File: src/rtl/booth_pkg.sv
`default_nettype none
// ============================================================================
// Module : booth_pkg
// Brief  : Shared types and Booth recoding constants for booth_control.
// Rev    : 1.0
// ============================================================================
package booth_pkg;

    typedef enum logic [1:0] {
        IDLE = 2'd0,
        CALC = 2'd1,
        FIN  = 2'd2
    } estado_t;

    // {Q[0], q_1} pairs that select an add or a subtract of M
    localparam logic [1:0] SUMA  = 2'b01;
    localparam logic [1:0] RESTA = 2'b10;

endpackage : booth_pkg
`default_nettype wire

File: src/rtl/booth_control_if.sv
`default_nettype none
// ============================================================================
// Module : booth_control_if
// Brief  : Start/operand/result bundle between a requester and booth_control.
// Rev    : 1.0
// ============================================================================
interface booth_control_if #(
    parameter int ancho = 4
) ();
    logic                    inicio;
    logic signed [ancho-1:0] multiplicando;
    logic signed [ancho-1:0] multiplicador;
    logic                    ocupado;
    logic                    listo;
    logic [2*ancho-1:0]      producto;

    modport master (
        output inicio, multiplicando, multiplicador,
        input  ocupado, listo, producto
    );

    modport slave (
        input  inicio, multiplicando, multiplicador,
        output ocupado, listo, producto
    );
endinterface : booth_control_if
`default_nettype wire

File: src/rtl/booth_paso.sv
`default_nettype none
// ============================================================================
// Module : booth_paso
// Brief  : One radix-2 Booth step: conditional add/sub of M, then ASR of {A,Q,q_1}.
// Rev    : 1.0
// ============================================================================
module booth_paso
    import booth_pkg::*;
#(
    parameter int ancho = 4
) (
    input  wire logic [ancho:0]   a,
    input  wire logic [ancho-1:0] q,
    input  wire logic             q_1,
    input  wire logic [ancho:0]   m,
    output logic      [ancho:0]   a_next,
    output logic      [ancho-1:0] q_next,
    output logic                  q_1_next
);
    logic [ancho:0] w_suma;

    always_comb begin
        w_suma = a;
        case ({q[0], q_1})
            SUMA:    w_suma = a + m;
            RESTA:   w_suma = a - m;
            default: w_suma = a;
        endcase
    end

    assign a_next   = {w_suma[ancho], w_suma[ancho:1]};
    assign q_next   = {w_suma[0], q[ancho-1:1]};
    assign q_1_next = q[0];

endmodule : booth_paso
`default_nettype wire

File: src/rtl/booth_control.sv
`default_nettype none
// ============================================================================
// Module : booth_control
// Brief  : Radix-2 Booth signed multiplier sequencer with held product output.
// Rev    : 1.0
// ============================================================================
module booth_control
    import booth_pkg::*;
#(
    parameter int ancho = 4
) (
    input  wire logic       clk,
    input  wire logic       rst,
    booth_control_if.slave  bus
);
    localparam int c_CNT_W = $clog2(ancho) + 1;

    estado_t              r_state;
    estado_t              w_state_next;
    logic                 r_inicio_prev;
    logic                 w_arranque;
    logic [ancho:0]       r_a;
    logic [ancho:0]       r_m;
    logic [ancho-1:0]     r_q;
    logic                 r_q1;
    logic [ancho:0]       w_a_next;
    logic [ancho-1:0]     w_q_next;
    logic                 w_q1_next;
    logic [c_CNT_W-1:0]   r_cnt;
    logic                 w_ultimo;
    logic [2*ancho-1:0]   r_producto;
    logic                 r_ocupado;
    logic                 w_listo;

    assign w_arranque = bus.inicio & ~r_inicio_prev;
    assign w_ultimo   = (r_cnt == c_CNT_W'(ancho - 1));

    booth_paso #(.ancho(ancho)) u_paso (
        .a        (r_a),
        .q        (r_q),
        .q_1      (r_q1),
        .m        (r_m),
        .a_next   (w_a_next),
        .q_next   (w_q_next),
        .q_1_next (w_q1_next)
    );

    always_ff @(posedge clk or negedge rst) begin
        if (!rst) r_state <= IDLE;
        else      r_state <= w_state_next;
    end

    always_comb begin
        w_state_next = r_state;
        case (r_state)
            IDLE:    if (w_arranque) w_state_next = CALC;
            CALC:    if (w_ultimo)   w_state_next = FIN;
            FIN:     w_state_next = IDLE;
            default: w_state_next = IDLE;
        endcase
    end

    always_comb begin
        w_listo = (r_state == FIN);
    end

    // inicio_prev resets high so a level already asserted at release is not a start
    always_ff @(posedge clk or negedge rst) begin
        if (!rst) begin
            r_inicio_prev <= 1'b1;
            r_ocupado     <= 1'b0;
            r_a           <= '0;
            r_m           <= '0;
            r_q           <= '0;
            r_q1          <= 1'b0;
            r_cnt         <= '0;
            r_producto    <= '0;
        end else begin
            r_inicio_prev <= bus.inicio;
            r_ocupado     <= (w_state_next != IDLE);
            case (r_state)
                IDLE: begin
                    if (w_arranque) begin
                        r_a   <= '0;
                        r_m   <= {bus.multiplicando[ancho-1], bus.multiplicando};
                        r_q   <= bus.multiplicador;
                        r_q1  <= 1'b0;
                        r_cnt <= '0;
                    end
                end
                CALC: begin
                    r_a   <= w_a_next;
                    r_q   <= w_q_next;
                    r_q1  <= w_q1_next;
                    r_cnt <= r_cnt + 1'b1;
                    if (w_ultimo) r_producto <= {w_a_next[ancho-1:0], w_q_next};
                end
                default: ;
            endcase
        end
    end

    assign bus.ocupado  = r_ocupado;
    assign bus.listo    = w_listo;
    assign bus.producto = r_producto;

endmodule : booth_control
`default_nettype wire

File: src/flat_wrapper.sv
// flat-port wrapper written by rule: the top's interface ports become plain ports
module booth_control_flat import booth_pkg::*;
#(
    parameter int ancho = 4
)
  (clk, rst, bus_inicio, bus_multiplicando, bus_multiplicador, bus_ocupado, bus_listo, bus_producto);
  booth_control_if #(.ancho(ancho)) bus_i ();
  input  wire logic clk;
  input  wire logic rst;
  input wire logic [$bits(bus_i.inicio)-1:0] bus_inicio;
  input wire logic [$bits(bus_i.multiplicando)-1:0] bus_multiplicando;
  input wire logic [$bits(bus_i.multiplicador)-1:0] bus_multiplicador;
  output wire logic [$bits(bus_i.ocupado)-1:0] bus_ocupado;
  output wire logic [$bits(bus_i.listo)-1:0] bus_listo;
  output wire logic [$bits(bus_i.producto)-1:0] bus_producto;
  assign bus_i.inicio = bus_inicio;
  assign bus_i.multiplicando = bus_multiplicando;
  assign bus_i.multiplicador = bus_multiplicador;
  assign bus_ocupado = bus_i.ocupado;
  assign bus_listo = bus_i.listo;
  assign bus_producto = bus_i.producto;
  booth_control #(.ancho(ancho)) u_core (.clk(clk), .rst(rst), .bus(bus_i));
endmodule
File: config.mk
export PLATFORM = sky130hd
export DESIGN_NAME = booth_control_flat
export DESIGN_NICKNAME = d
export VERILOG_FILES = /design/src/rtl/booth_pkg.sv /design/src/rtl/booth_control_if.sv /design/src/rtl/booth_paso.sv /design/src/rtl/booth_control.sv /design/src/flat_wrapper.sv
export SDC_FILE = /design/constraint.sdc
export NUM_CORES = 1
export LEC_CHECK = 0
export ABC_AREA = 1
export CAP_MARGIN = 20
export CORE_ASPECT_RATIO = 1.5
export CORE_MARGIN = 3
export CORE_UTILIZATION = 39
export DETAILED_ROUTE_END_ITERATION = 8
export PLACE_DENSITY = 0.59
export SYNTH_ARGS = -nofsm -noshare
export SYNTH_HDL_FRONTEND = slang
export SYNTH_HIERARCHICAL = 1
export SYNTH_SLANG_ARGS = --single-unit
File: constraint.sdc
create_clock -name clk -period 2.67 [get_ports clk]
set_input_delay 0.534 -clock clk [delete_from_list [all_inputs] [get_ports clk]]
set_output_delay 0.534 -clock clk [all_outputs]
set_load 0.01 [all_outputs]
# [After elaboration in Yosys (flattened, before gate mapping)]
# Index checks and enable logic that the tools add are counted.
# W data, S select, Z words.
[classes] reduce_logical=6 eq_ne=6 addsub=3 bitwise=2 mux=12
[ops] op="$pmux W5 S2" n=2
[ops] op="$pmux W4 S2" n=1
[ops] op="$pmux W3 S2" n=1
[ops] op="$reduce_and A2 Y1" n=3
[ops] op="$add A5 B5 Y5" n=1
[ops] op="$mux W5" n=1
[ops] op="$sub A5 B5 Y5" n=1
[ops] op="$eq A2 B1 Y1 const B" n=2
[ops] op="$eq A2 B2 Y1 const B" n=2
[ops] op="$mux W2" n=2
[ops] op="$mux W4" n=1
[ops] op="$pmux W2 S2" n=1
[ops] op="$reduce_bool A2 Y1" n=2
[ops] op="$add A3 B1 Y3 const B" n=1
[ops] op="$eq A3 B2 Y1 const B" n=1
[ops] op="$mux W3" n=1
[ops] op="$logic_not A2 Y1" n=1
[ops] op="$ne A2 B1 Y1 const B" n=1
[ops] op="$pmux W1 S2" n=1
[ops] op="$and A1 B1 Y1" n=1
[ops] op="$mux W1" n=1
[ops] op="$not A1 Y1" n=1
[totals] elab_cells=38 regBits=29 inputBits=11 output_inout_bits=10

# [Depth between registers and ports, before layout]
# Gate-level depths: netlist (run 1).
[depth] word_depth=5 depth_mapped=17 ltp_nobuf=16

# [Hierarchy]
# Netlist (run 1), hierarchy kept.
[by_module_without_submodules] module="booth_control" cells_per_inst=134 instances=1 area_per_inst_um2=1216.2 seq_area_each_um2=726.9
[by_module_without_submodules] module="booth_paso" cells_per_inst=67 instances=1 area_per_inst_um2=375.4 seq_area_each_um2=0.0

# [Worst setup path after synthesis (run 1)]
# Ideal clock, no wire load.
[synth_path] path_type="reg2reg" start="register u_core.r_q[0]" end="register u_core.r_a[4]" setup_time_ns=0.117 period_less_slack_ns=2.106 path_buffers=1 t_required_ns=2.553 slack_ns=0.564 arrival_ns=1.988 stages_incl_launch_ff=15 cell_sequence="dfrtp_1 > ha_1 > a31oi_1 > xor2_1 > inv_1 > ha_1 > a21oi_1 > nand2_1 > nand3_1 > nand3_1 > nand2_1 > nand2_1 > buf_4 > nand2_1 > nand2_1"
[synth_via] elab_chain_cells=3 elab_cells_between_ends=4 classes_between="eq/ne: 2; mux: 2"
[synth_lines] element="from (decl)" line_no="booth_control.sv:24" rtl="logic [ancho-1:0] r_q;"
[synth_lines] element="from (signal assigned)" line_no="booth_control.sv:86" rtl="r_q <= bus.multiplicador;"
[synth_lines] element="from (signal assigned)" line_no="booth_control.sv:93" rtl="r_q <= w_q_next;"
[synth_lines] element="$eq A2 B2 Y1 or $eq A2 B1 Y1 (tied branches)" line_no="booth_paso.sv:24" rtl="case ({q[0], q_1})"
[synth_lines] element="$pmux W5 S2 *" line_no="booth_paso.sv:24"
[synth_lines] element="via u_core.w_a_next[3]" line_no="booth_control.sv:26" rtl="logic [ancho:0] w_a_next;"
[synth_lines] element="$pmux W5 S2 *" line_no="booth_control.sv:81" rtl="case (r_state)"
[synth_lines] element="to (signal assigned)" line_no="booth_control.sv:92" rtl="r_a <= w_a_next;"
[synth_lines] element="to (decl)" line_no="booth_control.sv:22" rtl="logic [ancho:0] r_a;"
# Mark *: on every way through the listed nets, which the timed path passes. The rest lies on a longest branch.
# A chain may end at the register's enable or synchronous reset.

# [Worst setup path in the final report (run 1)]
# Ends and elaborated chain as after synthesis.

==> results.py, run 1 <==
metrics = {
    "critical_path": {
        "endpoint_kind": "flip-flop",
        "critPathKind": "flip-flop to flip-flop",
        "worstPathRequired_ns": 2.83,
        "startpoint_type": "flip-flop",
        "critPathMaxFanout": 4,
        "cp.arrival_ns": 2.40,
    },
    "place": {
        "globalplace.congestion": 0.7762,
        "place_hpwl_um": 2351,
        "numPortBuffers": 20,
        "dp_slack_ns": 0.4473,
        "place_area_mm2": 0.001788,
    },
    "power": {
        "power_density_mw_per_mm2": 1400,
        "power.leakage_nw": 1.023,
        "power.total_mw": 2.666,
        "vdd_drop_max_v": 0.0006651,
    },
    "sta": {
        "worstMarginPinSlew_ns": 0.4443,
        "skew_ns": 0.007230,
        "setup_violations": 0,
        "timing.final.crit_share_pct": 83.89,
        "slew_viol_final": 0,
        "finalWorstSetupSlack_ns": 0.4302,
        "fin_tns_setup_ns": 0,
        "fmax_mhz": 446.5,
        "rsz0062_at_grt": "false",
        "relSlewSlack_pct": 70.28,
        "hold_violations": 0,
        "layout_min_cycle_time_ns": 2.240,
        "holdWs_ns": 0.4905,
    },
    "global_routing": {
        "grt_antenna_before_repair": 0,
        "grt_pass1_vias": 1388,
        "grtUsageTotal_pct": 15.01,
        "grt_max_degree": 30,
        "overflow": 0,
        "grt_pass1_wl_um": 5823,
    },
    "clock_tree": {
        "worstSkewPairLatency_ns": 0.27,
        "htreeDepth": 2,
        "cts.sinks": 29,
        "cts_buffers": 5,
        "clk_path_buf_depth": 2,
        "post_cts_resized": 0,
        "cts_hold_buf": 0,
        "cts_root_buf": "clkbuf_8",
        "cts_tree": "done",
        "post_cts.repair.setup_buffers": 0,
        "path_clk_slew_ns": 0.06,
    },
    "detailed_routing": {
        "wirelength_um": 3197,
        "num_vias": 1316,
        "firstDrtPassIters": 4,
        "wl_per_cell_um": 12.06,
        "vias_per_cell": 4.966,
        "antenna_left": 0,
        "drt_iter0_drc": 21,
        "drc": 0,
    },
    "floorplanning": {
        "die_y_um": 84.24,
        "fp.coreArea_mm2": 0.003784,
        "die-area_mm2": 0.004899,
        "ios": 21,
        "start_util_pct": 42.06,
        "rows": 27,
        "dieWidth_um": 58.16,
    },
    "final_layout": {
        "nFillCells": 389,
        "seqCellArea_um2": 726.9,
        "multiInputGateArea_um2": 709.4,
        "diodes": 0,
        "fin_area_mm2": 0.001904,
        "syn_to_final_growth_pct": 19.65,
        "num-nets-final": 241,
        "final_layout_size_suffix_gt1_share_pct": 8.559,
    },
    "flow_run": {
        "maxCapViolations": 0,
    },
    "synthesis": {
        "ys_seq_area_share_pct": 45.68,
        "ys_warn_count": 6,
        "netlist_instances": 201,
        "ys_ff_latch": 29,
        "synthDistinctLibCells": 25,
        "syn-num-nets": 221,
        "synth.avg_cell_area_um2": 7.918,
        "netlist_area_mm2": 0.001592,
    },
    "status": {
        "outcome": "complete, no violations",
    },
    "min_path": {
        "hold_class": "flip-flop to flip-flop",
    },
}
-- power breakdown --
| group | internal (mW) | switching (mW) | total, mW |
|---|---|---|---|
| logic | 0.578 | 0.835 | 1.41 |
| clock network | 0.304 | 0.156 | 0.460 |
| registers | 0.643 | 0.150 | 0.793 |
-- metal layers --
layer	wire length, um	vias up	global-route usage [%]
met5	0	-	0
met4	59	0	7.173
met3	81	7	3.385
met2	1706	16	26.34
met1	1349	631	16.59
li1	-	662	-
-- cell usage in the layout (no fill, tap or decap) --
cell type	n
or2_2	1
inv_4	1
inv_1	20
dfstp_2	1
bufinv_16	1
clkbuf_1	1
fa_1	1
clkdlybuf4s50_1	20
nand4_1	1
nand3b_1	1
clkbuf_8	6
nand2_1	81
ha_1	8
xor2_1	2
inv_2	1
clkinv_2	1
nor2_1	3
a31oi_1	2
a21oi_1	2
nand3_1	25
o21ai_0	7
dfrtp_1	28
or2_0	1
nand2_2	2
nor2_2	2
buf_4	1
nand2_4	2
-- stage by stage --
| stage | utilization [%] | std cells |
|---|---|---|
| floorplan | - | 201 |
| global placement | 47.26 | 257 |
| detailed placement | 47.26 | 257 |
| CTS | 50.33 | 265 |
| global route | 50.33 | 265 |
| finish | 50.33 | 265 |
-- synth_stat cells --
cell	count	area, um^2
a21oi_1	2	10.01
a31oi_1	2	12.51
buf_2	1	5.000
buf_4	5	37.54
buf_6	2	22.52
clkinv_2	1	5.000
dfrtp_1	28	700.7
dfstp_2	1	26.28
fa_1	1	20.02
ha_1	8	100.1
inv_1	20	75.07
inv_2	1	3.750
inv_4	1	6.260
nand2_1	81	304.0
nand2_2	2	12.51
nand2_4	2	22.52
nand3_1	25	125.1
nand3b_1	1	7.510
nand4_1	1	6.260
nor2_1	3	11.26
nor2_2	2	12.51
o21ai_0	7	35.03
or2_0	1	6.260
or2_2	1	6.260
xor2_1	2	17.52
-- cell type report --
| cell class | instances | area share [%] |
|---|---|---|
| repair buffers | 21 | 10.91 |
| multi-input cells | 141 | 37.25 |
| flip-flops and latches | 29 | 38.17 |
| clock buffers | 7 | 4.533 |
| clock inverters | 1 | 1.577 |
| inverters | 23 | 4.731 |
| well taps | 43 | 2.825 |
-- critical path, cell delays in order, from the launching register on --
cell and delay [ns]:
dfrtp_1 0.40, ha_1 0.25, a31oi_1 0.20, xor2_1 0.17, inv_1 0.06, ha_1 0.32, a21oi_1 0.15, nand2_1 0.08
nand3_1 0.11, nand3_1 0.08, nand2_1 0.06, nand2_1 0.09, nand2_1 0.08, nand2_1 0.05
-- cells by family (layout without fill, tap and decap cells) --
logic type | Yosys count | count (layout) | share of synthesized area (%)
simple gates | 119 | 119 | 32.31
buf+inv | 31 | 52 | 9.748
flops | 29 | 29 | 45.68
compound gates | 11 | 11 | 3.616
fa+ha+maj | 9 | 9 | 7.547
xor+xnor | 2 | 2 | 1.101
-- sequential cells by signal (all words and copies together) (netlist names) --
signal                count
u_core/bus.producto       8
u_core/r_a                5
u_core/r_m                4
u_core/r_q                4
u_core/r_cnt              3
u_core/r_state            2
u_core/bus.ocupado        1
u_core/r_inicio_prev      1
u_core/r_q1               1
-- worst paths after layout --
path	from	to	slack, ns	cells after the start
max	u_core/r_q[0]	u_core/r_a[4]	0.43	13
min reg2reg	u_core/bus.producto[7]	u_core/bus.producto[7]	0.49	2
min in group asynchronous	rst	u_core/bus.ocupado	0.63	2
max in group asynchronous	rst	u_core/r_inicio_prev	1.72	2
min	u_core/bus.producto[7]	u_core/bus.producto[7]	0.49	2
max reg2reg	u_core/r_q[0]	u_core/r_a[4]	0.43	13
Power figures use the tool's default switching activity.
==> run 2, diff against run 1 <==
==> constraint.sdc (replaced) <==
create_clock -name clk -period 2.3 [get_ports clk]
set_input_delay 0.46 -clock clk [delete_from_list [all_inputs] [get_ports clk]]
set_output_delay 0.46 -clock clk [all_outputs]
set_load 0.01 [all_outputs]
==> run 2 against run 1 <==
Sequential power is 17% higher. Clock skew down 0.0025 ns. Worst hold slack lost 0.012 ns. Critical path depth unchanged. Sequential share of layout area barely moved. Global-route usage decreased by 0.47 points. Worst setup slack got worse by 0.22 ns. Clock power decreased by 11%. Critical path type unchanged. Largest cell class is now multi-input gates.
==> results.py, run 2 (same netlist as run 1, synthesis figures left out) <==
metrics = {
    "place": {
        "globalplace.congestion": 0.7977,
        "place_area_mm2": 0.001795,
        "numPortBuffers": 20,
        "place_hpwl_um": 2326,
    },
    "detailed_routing": {
        "antenna_left": 0,
        "wl_per_cell_um": 12.51,
        "vias_per_cell": 4.853,
        "num_vias": 1286,
        "wirelength_um": 3315,
        "firstDrtPassIters": 4,
        "drt_iter0_drc": 21,
        "drc": 0,
    },
    "floorplanning": {
        "fp.coreArea_mm2": 0.003784,
        "die_y_um": 84.24,
        "die-area_mm2": 0.004899,
        "dieWidth_um": 58.16,
        "start_util_pct": 42.06,
        "rows": 27,
        "ios": 21,
    },
    "critical_path": {
        "critPathKind": "flip-flop to flip-flop",
        "endpoint_kind": "flip-flop",
        "startpoint_type": "flip-flop",
        "path_cells": "ha_2 > a31oi_2 > xor2_1 > inv_1 > ha_4 > a21oi_1 > nand2_1 > nand3_1 > nand3_1 > nand2_1 > nand2_1 > nand2_1 > nand2_1",
        "worstPathRequired_ns": 2.46,
        "crit_path_max_incr_delay_ns": 0.40,
        "path_delay_family": "simple AND/OR/NAND/NOR gates",
        "cp.arrival_ns": 2.25,
        "cp_num_buf_inv": 1,
        "ff2ff_setup_slack_ns": 0.21,
        "critPathMaxFanout": 4,
        "cpMaxStageDelayCell": "dfrtp_1",
        "critPathMostFrequentCell": "nand2_1",
    },
    "sta": {
        "fmax_mhz": 478.0,
        "slew_viol_final": 0,
        "setup_violations": 0,
        "timing.final.crit_share_pct": 90.95,
        "hold_violations": 0,
        "holdWs_ns": 0.4789,
        "worstMarginPinSlew_ns": 0.4424,
        "relSlewSlack_pct": 70.41,
        "skew_ns": 0.004681,
        "rsz0062_at_grt": "false",
        "layout_min_cycle_time_ns": 2.092,
        "fin_tns_setup_ns": 0,
    },
    "final_layout": {
        "layout_common_cells": "nand2_1, dfrtp_1, nand3_1",
        "final_layout_size_suffix_gt1_share_pct": 10.36,
        "diodes": 0,
        "fin_area_mm2": 0.001906,
        "final_util_pct": 50.36,
        "syn_to_final_growth_pct": 19.73,
        "largest_register_ffs": 8,
        "num-nets-final": 242,
        "nFillCells": 385,
        "final_common_cell": "nand2_1",
    },
    "power": {
        "vdd_drop_max_v": 0.0008644,
        "power.leakage_nw": 1.011,
        "power_density_mw_per_mm2": 1601,
    },
    "flow_run": {
        "maxCapViolations": 0,
    },
    "global_routing": {
        "grt_pass1_vias": 1316,
        "overflow": 0,
        "grtUsageTotal_pct": 14.54,
        "grt_antenna_before_repair": 0,
        "grt_max_degree": 30,
        "grt_pass1_wl_um": 5575,
    },
    "clock_tree": {
        "cts.sinks": 29,
        "path_clk_slew_ns": 0.06,
        "cts_tree": "done",
        "worstSkewPairLatency_ns": 0.27,
        "cts_root_buf": "clkbuf_8",
        "post_cts.repair.setup_buffers": 0,
        "clk_path_buf_depth": 2,
        "cts_buffers": 5,
        "htreeDepth": 2,
    },
    "min_path": {
        "hold_class": "flip-flop to flip-flop",
    },
    "status": {
        "outcome": "complete, no violations",
    },
}
run 2: what timing repair did:
action / CTS / global route
endpoints found under the hold margin: 0 / 0
hold buffers: 0 / 0
setup endpoints to repair: 0 / 5
resized for setup: 0 / 5
run 2: where the power goes:
group / internal [mW] / switching, mW
clock network: 0.237 / 0.171
registers: 0.746 / 0.179
logic: 0.725 / 0.994
total: 1.71 / 1.34
run 2: final timing paths:
| path | from | end | cells after the start |
|---|---|---|---|
| min in group asynchronous | rst | u_core/r_cnt[2] | 2 |
| hold reg to reg | u_core/bus.producto[3] | u_core/bus.producto[3] | 2 |
| max in group asynchronous | rst | u_core/r_inicio_prev | 2 |
| setup / recovery | u_core/r_q[0] | u_core/r_a[3] | 13 |
| setup reg to reg | u_core/r_q[0] | u_core/r_a[3] | 13 |
| hold / removal | u_core/bus.producto[3] | u_core/bus.producto[3] | 2 |
run 2: cell type report:
type	count	area, um^2	area share (%)
Timing Repair Buffer	22	215.2	11.29
Sequential cell	29	726.9	38.15
Inverter	23	90.09	4.728
Multi-Input combinational cell	141	733.2	38.48
Clock buffer	7	86.33	4.531
Tap cell	43	53.80	2.823
run 2: through the flow:
step | instances | power, mW | worst slack, ns
finish | 265 | 3.051 | 0.2081
global route | 265 | 3.380 | 0.008586
CTS | 265 | 3.003 | 0.08418
detailed placement | 258 | 2.572 | 0.09750
global placement | 258 | 2.538 | 0.1124
floorplan | 201 | 2.196 | 0.1943
run 2: worst reg2reg max path: cells and delay by family, from the launching register on:
kind / cells / cell delay [ns]
flip-flops: 1 / 0.40
XOR/XNOR: 1 / 0.16
AND/OR/NAND/NOR: 7 / 0.55
AO/OA/AOI/OAI: 2 / 0.32
buffers and inverters: 1 / 0.08
adder cells (fa/ha/maj): 2 / 0.47
run 2: routing by layer:
layer  part of all wire, %  global-route usage (%)  routed length [um]
met5                     0                       0                   0
met3                   2.5                   3.385                  82
met2                    52                   25.51                1722
met4                   2.3                   5.696                  75
met1                    43                   16.59                1435
==> run 3, diff against run 2 <==
--- a/config.mk
+++ b/config.mk
@@ -12,6 +12,7 @@
 export CORE_UTILIZATION = 39
 export DETAILED_ROUTE_END_ITERATION = 8
 export PLACE_DENSITY = 0.59
+export SLEW_MARGIN = 20
 export SYNTH_ARGS = -nofsm -noshare
 export SYNTH_HDL_FRONTEND = slang
 export SYNTH_HIERARCHICAL = 1
==> results of run 3 <==
Same layout as run 2: the final DEF is identical, and so are final timing and power.
